File: config.mk
export PLATFORM = sky130hd
export DESIGN_NAME = apb_reg_responder
export DESIGN_NICKNAME = d
export VERILOG_FILES = /design/src/rtl/apb_reg_responder.sv
export SDC_FILE = /design/constraint.sdc
export NUM_CORES = 1
export LEC_CHECK = 0
export CORE_MARGIN = 2
export CORE_UTILIZATION = 52
export CTS_CLUSTER_DIAMETER = 30
export DETAILED_ROUTE_END_ITERATION = 6
export GPL_TIMING_DRIVEN = 0
export PLACE_DENSITY_LB_ADDON = 0.05
export SLEW_MARGIN = 10
export SYNTH_ARGS = -nofsm -noshare
export SYNTH_HDL_FRONTEND = slang
export SYNTH_SLANG_ARGS = --single-unit
File: constraint.sdc
create_clock -name PCLK -period 2.5 [get_ports PCLK]
set_input_delay 0.25 -clock PCLK [delete_from_list [all_inputs] [get_ports PCLK]]
set_output_delay 0.25 -clock PCLK [all_outputs]
set_load 0.1 [all_outputs]
File: src/rtl/apb_reg_responder.sv
// APB completer with a small register bank: control, sticky status, event counter,
// scratch registers and a constant ID. Fixed two-cycle transfers; errors reported via STATUS.
module apb_reg_responder #(
    parameter int          NUM_SCRATCH = 4,
    parameter logic [31:0] ID_VALUE    = 32'hA9B0_0001
) (
    input  logic        PCLK,
    input  logic        PRESET,
    input  logic        PSEL,
    input  logic        PENABLE,
    input  logic        PWRITE,
    input  logic [7:0]  PADDR,
    input  logic [31:0] PWDATA,
    output logic [31:0] PRDATA,
    output logic        irq,
    output logic [1:0]  dbg_state
);

    typedef enum logic [1:0] {IDLE = 2'd0, SETUP = 2'd1, ACCESS = 2'd2} state_t;

    // Handshake: a transfer is one SETUP cycle (PSEL=1, PENABLE=0) followed by exactly one
    // ACCESS cycle (PSEL=1, PENABLE=1) with PADDR/PWRITE held; there is no wait state.
    state_t      state, state_next;
    logic [7:0]  addr_q;
    logic        write_q;
    logic        cnt_en, irq_en, ovf, perr;
    logic [7:0]  ill_cnt;
    logic [31:0] count;
    logic [31:0] scratch [NUM_SCRATCH];

    logic                   hit_ctrl, hit_status, hit_count, hit_id;
    logic [NUM_SCRATCH-1:0] hit_scr;
    logic [31:0]            rd_val;
    logic                   rd_ok, wr_ok;
    logic                   setup_ev, access_ev, perr_ev, ill_ev, wr_commit, cnt_clr, wrap;

    assign dbg_state = state;

    // Address decode works on the live PADDR: at the ACCESS edge it equals the captured one.
    always_comb begin
        hit_ctrl   = 1'b0;
        hit_status = 1'b0;
        hit_count  = 1'b0;
        hit_id     = 1'b0;
        hit_scr    = '0;
        rd_val     = '0;
        if (PADDR[1:0] == 2'b00) begin
            case (PADDR[7:2])
                6'd0: begin
                    hit_ctrl = 1'b1;
                    rd_val   = {29'd0, irq_en, 1'b0, cnt_en};
                end
                6'd1: begin
                    hit_status = 1'b1;
                    rd_val     = {16'd0, ill_cnt, 6'd0, perr, ovf};
                end
                6'd2: begin
                    hit_count = 1'b1;
                    rd_val    = count;
                end
                6'd3: begin
                    hit_id = 1'b1;
                    rd_val = ID_VALUE;
                end
                default: begin
                    for (int i = 0; i < NUM_SCRATCH; i++) begin
                        if (PADDR[7:2] == 6'(4 + i)) begin
                            hit_scr[i] = 1'b1;
                            rd_val     = scratch[i];
                        end
                    end
                end
            endcase
        end
    end

    assign rd_ok = hit_ctrl | hit_status | hit_count | hit_id | (|hit_scr);
    assign wr_ok = hit_ctrl | hit_status | (|hit_scr);

    always_comb begin
        state_next = state;
        setup_ev   = 1'b0;
        access_ev  = 1'b0;
        perr_ev    = 1'b0;
        case (state)
            IDLE: begin
                if (PENABLE) begin
                    perr_ev = 1'b1;
                end else if (PSEL) begin
                    setup_ev   = 1'b1;
                    state_next = SETUP;
                end
            end
            SETUP: begin
                if (!PSEL) begin
                    perr_ev    = 1'b1;
                    state_next = IDLE;
                end else if (PENABLE) begin
                    if (PADDR == addr_q && PWRITE == write_q) begin
                        access_ev  = 1'b1;
                        state_next = ACCESS;
                    end else begin
                        perr_ev    = 1'b1;
                        state_next = IDLE;
                    end
                end else begin
                    setup_ev = 1'b1;
                end
            end
            ACCESS: begin
                if (!PSEL) begin
                    state_next = IDLE;
                end else if (!PENABLE) begin
                    setup_ev   = 1'b1;
                    state_next = SETUP;
                end else begin
                    // A second ACCESS with no SETUP in between is an enable without a setup.
                    perr_ev    = 1'b1;
                    state_next = IDLE;
                end
            end
            default: state_next = IDLE;
        endcase
    end

    assign wr_commit = access_ev & PWRITE & wr_ok;
    assign ill_ev    = access_ev & (PWRITE ? ~wr_ok : ~rd_ok);
    assign cnt_clr   = wr_commit & hit_ctrl & PWDATA[1];
    assign wrap      = cnt_en & (count == 32'hFFFF_FFFF) & ~cnt_clr;

    always_ff @(posedge PCLK) begin
        if (PRESET) begin
            state   <= IDLE;
            addr_q  <= '0;
            write_q <= 1'b0;
            PRDATA  <= '0;
            irq     <= 1'b0;
            cnt_en  <= 1'b0;
            irq_en  <= 1'b0;
            ovf     <= 1'b0;
            perr    <= 1'b0;
            ill_cnt <= '0;
            count   <= '0;
            for (int i = 0; i < NUM_SCRATCH; i++) scratch[i] <= '0;
        end else begin
            state <= state_next;
            if (setup_ev) begin
                addr_q  <= PADDR;
                write_q <= PWRITE;
                PRDATA  <= PWRITE ? 32'd0 : rd_val;
            end

            if (cnt_clr)     count <= '0;
            else if (cnt_en) count <= count + 32'd1;

            // Hardware set wins over a software clear landing in the same cycle.
            ovf  <= wrap    | (ovf  & ~(wr_commit & hit_status & PWDATA[0]));
            perr <= perr_ev | (perr & ~(wr_commit & hit_status & PWDATA[1]));

            if (ill_ev && ill_cnt != 8'hFF) ill_cnt <= ill_cnt + 8'd1;

            if (wr_commit && hit_ctrl) begin
                cnt_en <= PWDATA[0];
                irq_en <= PWDATA[2];
            end
            for (int i = 0; i < NUM_SCRATCH; i++) begin
                if (wr_commit && hit_scr[i]) scratch[i] <= PWDATA;
            end

            irq <= ovf & irq_en;
        end
    end

endmodule

Word-level counts from Yosys, hierarchy flattened:

Memory sizes are Yosys's and may differ from the RTL's.
Index checks and enable logic that the tools add are counted.

* register bits after elaboration: 88
* memory bits (writable): 128
* input port bits: 45
* output and inout bits: 35
* logic and storage cells: 137
* memories kept: 1

Memories
* scratch: depth 4, width 32, read ports 4, clocked after Yosys merged registers in 0, wr ports 4, RTL line 29 `logic [31:0] scratch [NUM_SCRATCH];`

* add/sub/neg operators: 2
* equality and inequality tests: 16
* muxes and demuxes: 63
* bitwise operators: 29
* reductions and logical operators: 15

Operators with widths (count)
* 32-bit 2-to-1 mux: 10
* 32-bit one-hot mux with 4 select lines: 1
* 1-bit 2-to-1 mux: 42
* 32-bit by 1-bit adder with 32-bit output, second input constant: 1
* 32-bit equality test, second input constant: 1
* 6-bit by 3-bit equality test with 1-bit output, second input constant: 4
* 1-bit AND: 13
* 6-bit by 2-bit equality test with 1-bit output, second input constant: 2
* 1-bit OR: 11
* 2-bit 2-to-1 mux: 5
* 8-bit by 1-bit adder with 8-bit output, second input constant: 1
* 8-bit equality test: 1
* 4-bit 2-to-1 mux: 2
* 8-bit inequality test, second input constant: 1
* 4-bit OR reduction: 2
* 1-bit logical AND: 7
* 6-bit by 1-bit equality test with 1-bit output, second input constant: 1
* 6-bit logical NOT: 1
* 2-bit one-hot mux with 3 select lines: 1
* 1-bit NOT: 5
* 2-bit logical NOT: 2
* 2-bit inequality test, second input constant: 2
* 2-bit OR reduction: 2
* 3-bit inequality test, second input constant: 1
* other kinds (6): 6

Longest topological paths before layout:

Gate-level depths: netlist of the first run.

* depth after elaboration: 13
* gate-level depth with buffers: 8
* mapped depth without buffers: 7

Least setup slack after synthesis of the first run:

No wires, ideal clock.

* kind: register to register
* from: register state[0], in the netlist dbg_state[0]
* to: memory scratch[2][0], enable pin
* library setup time: 0.394 ns
* data arrival time: 2.614 ns
* required time: 2.106 ns
* setup slack: -0.508 ns
* cell stages (with the launch flop): 5
* path buffers: 0
* clock period less this slack: 3.008 ns
* cells stage by stage: dfxtp_1 > ha_1 > and4_1 > nand4_1 > nand2b_1

RTL lines
* from (decl): RTL line 23 `state_t state, state_next;`
* from (signal assigned): RTL line 146 `state <= state_next;`
* to (decl): RTL line 29

==> run summary, run 1 <==
CTS clk-pin slew, worst paths: 0.05 ns
PwrDens: 859.9 nW/um^2
Worst EP arrival: 2.69 ns
Non-Filler Cell Area, Final: 12620 um^2
Pins over their slew limit: 0
Area growth, synth to finish: 31.09%
Drt via density: 5.683
Max-Cap Viols: 0
I/O Buffers: 77
Hold Vio Cnt, Final: 0
DRC: 3
Tightest Pin Transition: 0.9887 ns
Synth area leader: edfxtp_1
Clock Root Buffer: clkbuf_16
Layout Skew: 0.02066 ns
Final Critical Period: 2.462 ns
Per-cell routed wire length: 20.52 um
Count of cell types in the netlist: 46
Warnings, synthesis: 0
Crit. End Element: register
Relative slew margins: 33.88%
Horiz. Die Dim: 140.1 um
CP Class: reg2reg
Die Ht: 140.1 um
GRT met2 Usage: 44.28%
Required @ worst endpoint: 2.73 ns
Core area: 18090 um^2
CTS Hold Bufs: 0
Gpl congestion: 0.8558
Top post-synthesis cells by count: nor2_1, edfxtp_1, nand2_1
Starting Density: 53.23%
Clock sinks: 216
CTS buffer count: 48
Count leader, synth: nor2_1
Share of layout cells above drive strength 1: 16.54%
Die area: 19620 um^2
Final wirelength: 26.77 mm
Met1 Usage GRT: 37.35%
Worst-case clock buffer depth: 3
All-Layer GR Usage: 27.91%
Initial antenna violation count: 0
Leakage: 4.424 nW
Crit-path max FO: 8
Diodes inserted: 0
Grt peak-use layer: met2
Fin crit share: 98.48%
Worst-Skew Late Latency: 0.53 ns
Number of synthesized flops with an enable pin: 128
Largest cells by area after synthesis: edfxtp_1, dfxtp_1, nor2_1
Flop and latch count out of synthesis: 216
Drt pass-1 iters: 7
Final setup vio count: 0
Final #Nets: 1090
Io pins: 80
Syn Nets: 946
Mapped Area: 9627 um^2
Startpoint class of the critical path: register
RSZ-0062 raised after global routing: false
Routed Antenna Nets: 0
Post-synth ARST share: 0%
Min-Delay Path Class: in2reg
Via count: 7416
Register area share after synthesis: 58.23%
Fmax: 406.2 MHz
CTS tree: built
Failing checks: DRC
Vias in the first global route: 7548
DP Wirelength: 17.11 mm
Syn Inst Count: 895
Largest net degree at the start of global routing: 17
1st-iter DRT viols: 809
Top FF cell, synth: edfxtp_1
Remaining Overflow, GRT: 0
Status: finished, violations left
Worst VDD drop: 0.8966 mV
Post-layout util: 69.78%
Syn Area/Cell: 10.76 um^2
First-pass GRT wire length: 41.72 mm
Synth top area share: 39.93%
Setup TNS: 0 ns
Std cell rows: 49
H-tree Lvls: 2
GR Util met3: 6.120%
Area after DPL: 10710 um^2
where the power goes:
part           internal, W  switching, W
registers          0.00385     0.0000263
logic             0.000209      0.000305
clock network      0.00444       0.00202
total              0.00850       0.00236
per-layer routing:
| layer | share of wire [%] | up-vias |
|---|---|---|
| met2 | 46 | 320 |
| met4 | 3.3 | 0 |
| li1 | - | 3515 |
| met3 | 8.7 | 74 |
| met1 | 42 | 3507 |
| met5 | 0 | - |
cells by family after synthesis:
kind of cell | share of synthesized area [%]
flip-flops | 58.23
buffers and inverters | 2.859
adder cells (fa/ha/maj) | 0.7798
AO/OA/AOI/OAI | 7.733
AND/OR/NAND/NOR | 19.53
XOR/XNOR | 3.366
multiplexers | 7.499
through the flow:
stage,hold WS [ns],cells,setup WS [ns],power (W)
6_report,0.2400,1305,0.03804,0.01085
4_1_cts,0.2151,1300,0.001502,0.01086
5_1_grt,0.3040,1305,0.009337,0.01110
3_3_place_gp,0.4349,1201,-0.9362,0.004399
2_1_floorplan,0.3972,895,0.1860,0.004197
3_5_place_dp,0.4412,1202,-0.8589,0.004406
critical path, cell delays in order, from the launching register on:
cell and delay (ns):
dfxtp_1 0.31, xor2_1 0.18, nor4_4 0.41, and4_4 0.31
nand4_1 0.48, nand2b_4 0.31, buf_12 0.16
repair_timing:
item	CTS	global route
gates resized for setup	11	2
setup buffers	7	5
setup endpoints to repair	128	84
cloned	4	0
pin swaps	1	1
registers in the layout (all words and copies together), names as in the netlist:
name / count
irq_en: 1
perr: 1
PRDATA: 32
count: 32
addr_q: 8
write_q: 1
cnt_en: 1
dbg_state: 2
irq: 1
ovf: 1
ill_cnt: 8
scratch: 128
final cells by class:
cell class                      instances  area, um^2
Inverter                                9       33.78
Clock inverter                         31       397.9
Buffer                                 54       242.7
Sequential cell                       216        5608
Tap cell                              229       286.5
Clock buffer                           56        1262
Timing Repair Buffer                   90       943.4
Fill cell                            1331        5466
Multi-Input combinational cell        620        3845
cells in the final DEF, fill, tap and decap left out, types with 7 or more instances in the layout:
cell type / n
nor2_1: 199
edfxtp_1: 128
nand2_1: 94
dfxtp_1: 86
clkdlybuf4s50_1: 77
clkbuf_16: 49
o21ai_0: 39
a21oi_1: 33
clkbuf_1: 28
buf_2: 28
mux2i_1: 26
xnor2_1: 19
nand4_1: 19
mux4_2: 19
xor2_1: 18
nand3_1: 17
or2_2: 13
a221oi_1: 13
a22oi_1: 12
inv_1: 9
a22o_1: 9
and3_1: 8
nand2b_4: 8
nor3_1: 8
buf_4: 8
bufinv_16: 8
nor2b_1: 7
and4_1: 7
path summary, 6_finish.rpt:
check,start,end,slack (ns),cells after the start
worst min-delay path,PENABLE,ill_cnt[6],0.24,3
worst max-delay path,addr_q[5],scratch[1][7],0.04,6
worst max register to register,addr_q[5],scratch[1][7],0.04,6
worst min register to register,PRDATA[0],PRDATA[0],0.44,2
Power figures use the tool's default switching activity.
==> inputs of run 2 (changes only) <==
- ABC_AREA: default -> 0
==> results of run 2 <==
The final DEF is identical to that of run 1; final timing and power are the same.
==> inputs of run 3 (changes only) <==
- CORE_MARGIN: 2 -> default
- TNS_END_PERCENT: default -> 5
==> run 3 against run 2 <==
Compared with the run above: the flow finishes with violations (setup timing); critical path depth decreased by 1; final cell count decreased by 1.1%; total power decreased by 5.5%; maximum frequency fell by 3.3%; non-clock buffer count is 12 lower; cell area decreased by 2.5%; worst hold slack worse by 0.016 ns; sequential share of layout area increased by 1.1 points; via count is 0.57% lower; largest power group unchanged.
==> run summary, run 3 (synthesized netlist as in run 1, its figures left out) <==
Status: finished, violations left (unchanged)
Horiz. Die Dim: 138.1 um (was 140.1 um)
Startpoint class of the critical path: register (unchanged)
CTS tree: built (unchanged)
Fmax: 392.6 MHz (was 406.2 MHz)
Clock Root Buffer: clkbuf_16 (unchanged)
Crit-path max FO: 32 (was 8)
Non-Filler Cell Area, Final: 12300 um^2 (was 12620 um^2)
Failing checks: setup timing (was DRC)
Area growth, synth to finish: 27.79% (was 31.09%)
Slowest cell delay on critical path: 0.57 ns (was 0.48 ns)
Clock sinks: 216 (unchanged)
I/O Buffers: 77 (unchanged)
DRT met1 WL: 11.36 mm (was 11.29 mm)
Worst slack, placed: -0.8400 ns (was -0.8589 ns)
Vias in the first global route: 7141 (was 7548)
Hold Slack: 0.2242 ns (was 0.2400 ns)
Final setup vio count: 64 (was 0)
Per-cell routed wire length: 19.96 um (was 20.52 um)
Largest delay share family, worst path: simple AND/OR/NAND/NOR gates (unchanged)
CTS buffer count: 47 (was 48)
Max-Cap Viols: 0 (unchanged)
Relative slew margins: 34.04% (was 33.88%)
Io pins: 80 (unchanged)
Setup TNS: -1.604 ns (was 0 ns)
Biggest register: scratch (unchanged)
Final WS setup: -0.04726 ns (was 0.03804 ns)
First-pass GRT wire length: 40.34 mm (was 41.72 mm)
Crit path cell chain: xor2_1, nor4_4, and4_4, nand4_1, nand2b_4 (was xor2_1, nor4_4, and4_4, nand4_1, nand2b_4, buf_12)
Die area: 19060 um^2 (was 19620 um^2)
Final #Nets: 1075 (was 1090)
Drt pass-1 iters: 6 (was 7)
Diodes inserted: 0 (unchanged)
Highest-count cells in the layout ignoring fill and taps: nor2_1, edfxtp_1, nand2_1 (unchanged)
Initial antenna violation count: 1 (was 0)
DP Wirelength: 16.92 mm (was 17.11 mm)
Tot Pwr: 0.01026 W (was 0.01085 W)
Largest net degree at the start of global routing: 33 (was 17)
Tightest Pin Transition: 0.9863 ns (was 0.9887 ns)
Gpl congestion: 0.8382 (was 0.8558)
Starting Density: 53.41% (was 53.23%)
Fin crit share: 101.9% (was 98.48%)
FILL cells: 1410 (was 1331)
Slowest CP cell: nand2b_4 (was nand4_1)
Via count: 7374 (was 7416)
Worst-case clock buffer depth: 3 (unchanged)
Drt via density: 5.712 (was 5.683)
Worst-Skew Late Latency: 0.53 ns (about the same)
All-Layer GR Usage: 27.45% (was 27.91%)
Area after DPL: 10700 um^2 (was 10710 um^2)
H-tree Lvls: 2 (unchanged)
Die Ht: 138.1 um (was 140.1 um)
Routed Antenna Nets: 0 (unchanged)
RSZ-0062 raised after global routing: true (was false)
Final wirelength: 25.77 mm (was 26.77 mm)
Core area: 18020 um^2 (was 18090 um^2)
Min-Delay Path Class: in2reg (unchanged)
Largest registers: scratch: 128 flops, PRDATA: 32 flops, count: 32 flops (unchanged)
Required @ worst endpoint: 2.65 ns (was 2.73 ns)
Worst EP arrival: 2.70 ns (was 2.69 ns)
Crit. End Element: register (unchanged)
Worst VDD drop: 0.7511 mV (was 0.8966 mV)
Share of layout cells above drive strength 1: 14.50% (was 16.54%)
CTS Hold Bufs: 0 (unchanged)
Most common library cell in the layout ignoring fill and taps: nor2_1 (unchanged)
Final Critical Period: 2.547 ns (was 2.462 ns)
Pins over their slew limit: 0 (unchanged)
PwrDens: 833.8 nW/um^2 (was 859.9 nW/um^2)
Std cell rows: 49 (unchanged)
CP Class: reg2reg (unchanged)
Max reg flops: 128 (unchanged)
Highest metal used: met4 (unchanged)
CTS clk-pin slew, worst paths: 0.05 ns (about the same)
Layout Skew: 0.01527 ns (was 0.02066 ns)
Leakage: 4.255 nW (was 4.424 nW)
DRC: 0 (was 3)
Remaining Overflow, GRT: 0 (unchanged)
Metal3 WL: 1.860 mm (was 2.322 mm)
Met2 Wirelength: 11.98 mm (was 12.28 mm)
1st-iter DRT viols: 555 (was 809)
WP buf/inv: 0 (was 1)
Hold Vio Cnt, Final: 0 (unchanged)
run 3: path summary, 6_finish.rpt:
| kind | start | to | slack, ns | depth (start not counted) |
|---|---|---|---|---|
| hold / removal | PENABLE | ill_cnt[6] | 0.22 | 3 |
| setup reg to reg | addr_q[5] | scratch[0][29] | -0.05 | 5 |
| hold reg to reg | PRDATA[7] | PRDATA[7] | 0.45 | 2 |
| setup / recovery | addr_q[5] | scratch[0][29] | -0.05 | 5 |
run 3: per-stage QoR:
step                      util [%]  std cells
after floorplan                  -        895
after global placement       59.34       1201
after detailed placement     59.38       1201
after CTS                    68.05       1289
after global routing         68.25       1291
final                        68.25       1291
run 3: routing by layer:
metal  vias to the layer above  global-route usage (%)
li1                       3478                       -
met1                      3570                   38.25
met2                       276                   43.71
met3                        50                   4.919
met4                         0                   8.676
met5                         -                       0
run 3: tightest hold or removal path: cells and delay by family:
| family | cells | cell delay (ns) |
|---|---|---|
| AOI/OAI and AO/OA | 1 | 0.20 |
| and+or+nand+nor | 1 | 0.06 |
| buffers and inverters | 1 | 0.18 |
run 3: final cells by class:
type	instances	area [um^2]	share of cell area, %
flip-flops and latches	216	5608	45.59
multi-input cells	618	3826	31.10
plain buffers	54	241.5	1.963
clock inverters	30	314.1	2.553
repair buffers	78	778.2	6.326
clock buffers	57	1214	9.866
well taps	229	286.5	2.329
inverters	9	33.78	0.2746
run 3: where the power goes:
part	internal (W)	switching, W
clock	0.00390	0.00200
sequential	0.00385	0.0000245
combinational	0.000183	0.000299
total	0.00793	0.00233
run 3: what timing repair did:
item / CTS / global route
endpoints found under the setup margin: 128 / 154
gates cloned: 1 / 1
buffers inserted: 0 / 1
pin swaps: 1 / 1
resized for setup: 7 / 3
hold endpoints to repair: 0 / 0
